$ cat config.mk
export PLATFORM = sky130hd
export DESIGN_NAME = order_queue_ctrl
export DESIGN_NICKNAME = d
export VERILOG_FILES = /design/src/rtl/order_queue_ctrl.sv
export SDC_FILE = /design/constraint.sdc
export NUM_CORES = 1
export LEC_CHECK = 0
export ABC_CLOCK_PERIOD_IN_PS = 3750
export CORE_MARGIN = 5
export CORE_UTILIZATION = 40
export CTS_CLUSTER_SIZE = 28
export DETAILED_ROUTE_END_ITERATION = 8
export GPL_ROUTABILITY_DRIVEN = 0
export PLACE_DENSITY = 0.75
export REMOVE_ABC_BUFFERS = 1
export SLEW_MARGIN = 25
export SYNTH_ARGS = -nofsm -noshare
export SYNTH_HDL_FRONTEND = slang
export SYNTH_SLANG_ARGS = --single-unit
$ cat constraint.sdc
create_clock -name clock -period 3.75 [get_ports clock]
set_clock_uncertainty 0.15 [all_clocks]
set_input_delay 1.125 -clock clock [delete_from_list [all_inputs] [get_ports clock]]
set_output_delay 1.125 -clock clock [all_outputs]
set_load 0.05 [all_outputs]
$ cat src/rtl/order_queue_ctrl.sv
// In-order FIFO controller for the 32-entry order queue memory: pointers, occupancy, handshakes.
// Optional high-water-mark output `hwm` when ORDER_QUEUE_HWM_EN is defined.
module order_queue_ctrl #(
   parameter int WIDTH        = 5,
   parameter int DEPTH        = 32,
   parameter int PTRWIDTH     = 5,
   parameter int ADDRESSWIDTH = 6
) (
   input  logic                    clock,
   input  logic                    reset,
   input  logic                    enq_valid,
   input  logic [WIDTH-1:0]        enq_data,
   output logic                    enq_ready,
   output logic                    deq_valid,
   output logic [WIDTH-1:0]        deq_data,
   input  logic                    deq_ready,
   input  logic                    flush,
   output logic [PTRWIDTH:0]       count,
   output logic                    mem_we,
   output logic [ADDRESSWIDTH-1:0] mem_dest,
   output logic [ADDRESSWIDTH-1:0] mem_source,
   output logic [WIDTH-1:0]        mem_data_in,
   input  logic [WIDTH-1:0]        mem_data_out,
`ifdef ORDER_QUEUE_HWM_EN
   output logic [PTRWIDTH:0]       hwm,
`endif
   output logic [1:0]              fsm_state
);

   typedef enum logic [1:0] {
      EMPTY  = 2'd0,
      ACTIVE = 2'd1,
      FULL   = 2'd2,
      FLUSH  = 2'd3
   } state_t;

   localparam logic [PTRWIDTH:0] FULL_COUNT = (PTRWIDTH+1)'(DEPTH);

   state_t              state, state_next;
   logic [PTRWIDTH-1:0] wr_ptr, rd_ptr, rd_ptr_inc;
   logic [PTRWIDTH:0]   count_next, avail;
   logic                enq_fire, deq_fire;
   logic                enq_d1;

   // Handshake protocol: a transfer happens on a side in any cycle where both
   // its valid and ready are high; ready never depends on the partner's valid.
   always_comb begin
      enq_ready  = reset && (state != FULL) && (state != FLUSH) && !flush;
      // An entry written last cycle is not yet on the registered read port.
      avail      = count - {{PTRWIDTH{1'b0}}, enq_d1};
      deq_valid  = reset && !flush && ((state == ACTIVE) || (state == FULL)) && (avail != '0);
      enq_fire   = enq_valid && enq_ready;
      deq_fire   = deq_valid && deq_ready;
      rd_ptr_inc = rd_ptr + 1'b1;
      count_next = count + {{PTRWIDTH{1'b0}}, enq_fire} - {{PTRWIDTH{1'b0}}, deq_fire};
   end

   always_comb begin
      mem_we      = enq_fire;
      mem_dest    = {{(ADDRESSWIDTH-PTRWIDTH){1'b0}}, wr_ptr};
      // Address the next head so mem_data_out tracks the head one cycle later.
      mem_source  = {{(ADDRESSWIDTH-PTRWIDTH){1'b0}}, (deq_fire ? rd_ptr_inc : rd_ptr)};
      mem_data_in = enq_fire ? enq_data : '0;
      deq_data    = mem_data_out;
      fsm_state   = state;
   end

   always_comb begin
      state_next = state;
      if (flush) begin
         state_next = FLUSH;
      end else begin
         case (state)
            EMPTY:   if (enq_fire) state_next = ACTIVE;
            ACTIVE:  if (count_next == FULL_COUNT) state_next = FULL;
                     else if (count_next == '0) state_next = EMPTY;
            FULL:    if (deq_fire) state_next = ACTIVE;
            FLUSH:   state_next = EMPTY;
            default: state_next = EMPTY;
         endcase
      end
   end

   always_ff @(posedge clock) begin
      if (!reset) begin
         state  <= EMPTY;
         wr_ptr <= '0;
         rd_ptr <= '0;
         count  <= '0;
         enq_d1 <= 1'b0;
      end else begin
         state <= state_next;
         if (flush) begin
            wr_ptr <= '0;
            rd_ptr <= '0;
            count  <= '0;
            enq_d1 <= 1'b0;
         end else begin
            if (enq_fire) wr_ptr <= wr_ptr + 1'b1;
            if (deq_fire) rd_ptr <= rd_ptr_inc;
            count  <= count_next;
            enq_d1 <= enq_fire;
         end
      end
   end

`ifdef ORDER_QUEUE_HWM_EN
   // Peak occupancy since reset; flush deliberately leaves it alone.
   always_ff @(posedge clock) begin
      if (!reset) hwm <= '0;
      else if (count > hwm) hwm <= count;
   end
`endif

endmodule

# Yosys cells after proc, flatten, opt, wreduce, memory -nomap -nowiden

Cells that the tools add are included.

Register bits: 19
Bits of input ports: 15
Output and inout bits: 33

Add/sub/neg operators: 5
Eq/ne operators: 9
Muxes and demuxes: 8
Bitwise logic cells: 1
Reductions and logical operators: 15

Operators with widths:

| cell                                                   | count |
|---|---|
| subtractor 6 x 1 -> 6 bit                              | 2 |
| adder 5 x 1 -> 5 bit (second input constant)           | 2 |
| 2-to-1 mux 2 bit                                       | 5 |
| 2-to-1 mux 5 bit                                       | 2 |
| logical AND 1 bit                                      | 8 |
| one-hot mux 2 bit (4 select lines)                     | 1 |
| adder 6 x 1 -> 6 bit                                   | 1 |
| equality test 6 bit (second input constant)            | 1 |
| zero test 6 bit                                        | 1 |
| inequality test 3 bit (second input constant)          | 2 |
| nonzero test 6 bit                                     | 1 |
| equality test 2 bit (second input constant)            | 2 |
| inequality test 2 bit (second input constant)          | 2 |
| inequality test 4 x 2 -> 1 bit (second input constant) | 1 |
| AND reduction 3 bit                                    | 1 |
| equality test 2 x 1 -> 1 bit (second input constant)   | 1 |
| zero test 2 bit                                        | 1 |
| OR reduction 2 bit                                     | 1 |
| zero test 1 bit                                        | 1 |
| logical OR 1 bit                                       | 1 |
| NOT 1 bit                                              | 1 |

# Logic depth before layout (Yosys ltp)

Word-level depth: 12
Depth in mapped cells: 16
Mapped depth without buffers: 15

# Worst setup path after synthesis

Ideal clock, no wire load.

Kind: input port to flip-flop
From: input port flush
To: register state[0], in the netlist fsm_state[0]
Library setup time: 0.120 ns
Arrival time: 4.172 ns
Required time: 3.480 ns
Setup slack: -0.692 ns
Stages on the path: 16
Path through: nand2b_1 > buf_6 > nor3_4 > and2_4 > buf_12 > inv_6 > ha_1 > inv_1 > ha_1 > fa_1 > nand2b_1 > a2bb2oi_1 > xor2_1 > a41oi_1 > o21a_1 > o31a_1

RTL lines:

| element                            | RTL line | text |
|---|---|---|
| from (decl)                        | 17       | `input logic flush,` |
| zero test 1 bit *                  | 48       | `enq_ready = reset && (state != FULL) && (state != FLUSH) && !flush;` |
| logical AND 1 bit *                | 48       |  |
| net enq_ready                      | 13       | `output logic enq_ready,` |
| logical AND 1 bit *                | 52       | `enq_fire = enq_valid && enq_ready;` |
| net mem_we                         | 19       | `output logic mem_we,` |
| adder 6 x 1 -> 6 bit               | 55       | `count_next = count + {{PTRWIDTH{1'b0}}, enq_fire} - {{PTRWIDTH{1'b0}}, deq_fire};` |
| subtractor 6 x 1 -> 6 bit          | 55       |  |
| equality test 6 bit                | 75       | `ACTIVE: if (count_next == FULL_COUNT) state_next = FULL;` |
| 2-to-1 mux 2 bit                   | 75       |  |
| one-hot mux 2 bit (4 select lines) | 73       | `case (state)` |
| 2-to-1 mux 2 bit                   | 70       | `if (flush) begin` |
| to (signal assigned)               | 92       | `state <= state_next;` |
| to (decl)                          | 39       | `state_t state, state_next;` |

Mark *: on every way through the listed nets, which the timed path passes. The rest lies on a longest branch.
A chain may end at the register's enable or synchronous reset.

# Worst setup path after layout

From: input port flush
To: output port mem_source[4]

Word-level cells in the longest chain between the ends: 6

RTL lines:

| element                        | RTL line | text |
|---|---|---|
| zero test 1 bit                | 51       | `deq_valid = reset && !flush && ((state == ACTIVE) \|\| (state == FULL)) && (avail != '0);` |
| logical AND 1 bit (3 in a row) | 51       |  |
| logical AND 1 bit              | 53       | `deq_fire = deq_valid && deq_ready;` |
| 2-to-1 mux 5 bit               | -        |  |
| to (decl)                      | 21       | `output logic [ADDRESSWIDTH-1:0] mem_source,` |

No other way between the ends.

==> results.md <==
* HPWL after DPL at about 2.6 mm
* Cell Rows at 21
* Worst VDD drop at roughly 0.18 mV
* Chip Width at 68.34 um
* Wire length on met1 at approximately 1.3 mm
* Crit path kind: input port to primary output
* Synth warn at 0
* Ys async rst share at 0
* DRC violations left at 0
* Diode count at 0
* Commonest non-fill, non-tap cell in the layout: buf_4
* Peak Freq at about 270 MHz
* Slew margin rel. at 0.6549
* FF-to-FF path depth at 16
* RSZ-0062 raised after global routing: yes
* Critical Path RT at 2.47 ns
* CTS buffer count at 3
* Pwr Density at 282.6 nW/um2
* CP Data Arrival Time at 2.42 ns
* ANT nets after route at 0
* Top Ports at 48
* Final Hold Fails at 0
* Crit path max fanout at 4
* Via density at 4.869
* Die area at 4670 um2
* CP Capture Type: primary output
* Vias in the first global route at between 1k and 1.5k
* Hold Path Class: flip-flop to flip-flop
* Gate Count Post-Synth at roughly 140
* Total Routing Usage GR at 0.1411
* Worst skew pair latency at 0.30 ns
* Pin count of the biggest net entering global routing at 12
* WL final at 3.167 mm
* Most frequent cells in the layout: buf_4 (25), clkdlybuf4s50_1 (19), ha_1 (15), dfxtp_1 (15), buf_12 (12)
* Root Buffer: clkbuf_4
* Fill cells at between 200 and 300
* Finished Cell Area at between 2000 and 2500 um2
* FF+latch count, synth at 19
* Initial Util at 0.4112
* Post-synth EDFFs at 0
* Highest routed layer: met4
* Finished Core Util at 0.6296
* TritonCTS clock tree: built
* Status: finished, final reports clean
* Die Span Y at 68.34 um
* Antenna violations before repair at 0
* Layout Cells excl Fill at around 250
* Critical path launch point type: input port
* Placement-stage cell area at 1949 um2
* I/O Buffers at 35
* Final TNS setup at 0 ns
* Final min period at 3.698 ns
* Inst Count DP at around 240
* Initial DRT Pass Iterations at 4
* Core ar. at roughly 3300 um2
* Avg WL per Cell at 12.93 um
* Synthesis-to-finish area growth at 53.13%
* Max clock buf depth at 2
* Initial DRC Count at 29
* Cell Area, Synth at 1361 um2
* Maxcap violations at 0
* Post-synth top flop: dfxtp_1
* WL met2 at 1.647 mm
* Tcrit/Tclk final at 0.9861
* Leak at ~0.89 nW
* Nets at between 200 and 250
* H-tree Lvls at 1
* Hold depth at 2
* Final hold slack at 0.3557 ns
* Yosys cell types at 43
* Via Count at 1193
* Post-synthesis sequential area ratio at 0.2794
* Hold-fix buffers at CTS at 0
* Layout cells sized above 1 at 0.3719
* Clock Sinks at 19
* Tightest Pin Transition at 0.5160 ns
* CTS clk-pin slew, worst paths at 0.11 ns
* Total grt overflow at 0
* Syn_area_per_cell at roughly 9.5 um2
* Max Slew Vio Count at 0
* Final setup viols at 0
* Reg2Reg Setup Slack at 0.19 ns
* Wire length on met3 at 192 um
* First-pass GRT wire length at around 5 mm
==> where the power goes <==
group / internal (mW) / switching, mW / leakage [nW]
clock: 0.0398 / 0.0671 / 0.0177
sequential: 0.210 / 0.00909 / 0.156
combinational: 0.124 / 0.139 / 0.712
==> path summary, 6_finish.rpt <==
path / start / end
setup / recovery: flush / mem_source[4]
hold / removal: wr_ptr[1] / wr_ptr[1]
setup reg to reg: count[2] / fsm_state[0]
hold reg to reg: wr_ptr[1] / wr_ptr[1]
==> worst max-delay path, stage by stage <==
cell and delay (ns):
buf_6 0.09, and2b_2 0.23, nand3_2 0.09, a31oi_4 0.19, buf_6 0.13, nand4_1 0.11, xnor2_1 0.17, buf_4 0.15
buf_12 0.13
==> timing repair <==
| item | CTS | global route |
|---|---|---|
| gates resized for setup | 15 | 12 |
| setup buffers | 3 | 3 |
| setup endpoints to repair | 7 | 5 |
| pin swaps | 4 | 4 |
==> sequential cells by signal (all words and copies together) (netlist names) <==
name       count
count          6
enq_d1         1
fsm_state      2
rd_ptr         5
wr_ptr         5
==> through the flow <==
stage               total power [mW]  worst slack [ns]
floorplan                     0.3662           -0.7546
global placement              0.4490           -0.4541
detailed placement            0.4551           -0.5989
CTS                           0.5767           0.01014
global route                  0.6212          -0.04403
finish                        0.5891           0.05196
==> cells in the mapped netlist (all sizes together) (2+ instances only) <==
cell	instances	area (um2)
nand4	5	31.28
a21oi	2	10.01
nor3	2	21.27
and3	6	43.80
xnor2	6	52.55
dfxtp	19	380.4
nor2	10	37.54
a31oi	3	33.78
o31a	2	17.52
buf	9	83.83
nand2b	3	18.77
and2	10	66.32
nand2	7	26.28
nor2b	2	12.51
inv	13	53.80
ha	17	212.7
o21a	2	15.01
nand3	2	10.01
xor2	7	61.31
==> kinds of logic (layout without fill, tap and decap cells) <==
logic type,after synthesis,in the layout,share of synthesized area
DFF,19,19,0.2794
other,1,2,0.002755
muxes,1,1,0.008271
AOI/OAI and AO/OA,17,17,0.1268
and+or+nand+nor,52,52,0.2270
buffers and inverters,22,77,0.1011
xor gates and xnor gates,13,13,0.08364
adders and majority gates,18,18,0.1710
==> routing by layer <==
metal,track usage,vias to the layer above
li1,-,585
met1,0.1561,557
met2,0.2527,45
met3,0.03448,6
met4,0.06203,0
met5,0,-
==> final cells by class <==
type	count	area (um2)	area share
timing repair buffer	60	654.4	0.3139
sequential	19	385.4	0.1849
multi-input combinational	103	905.9	0.4346
clock buffer	3	22.52	0.01080
tap	46	57.56	0.02761
inverter	13	53.80	0.02581
clock inverter	1	5.005	0.002401
(Power assumes the default switching activity.)
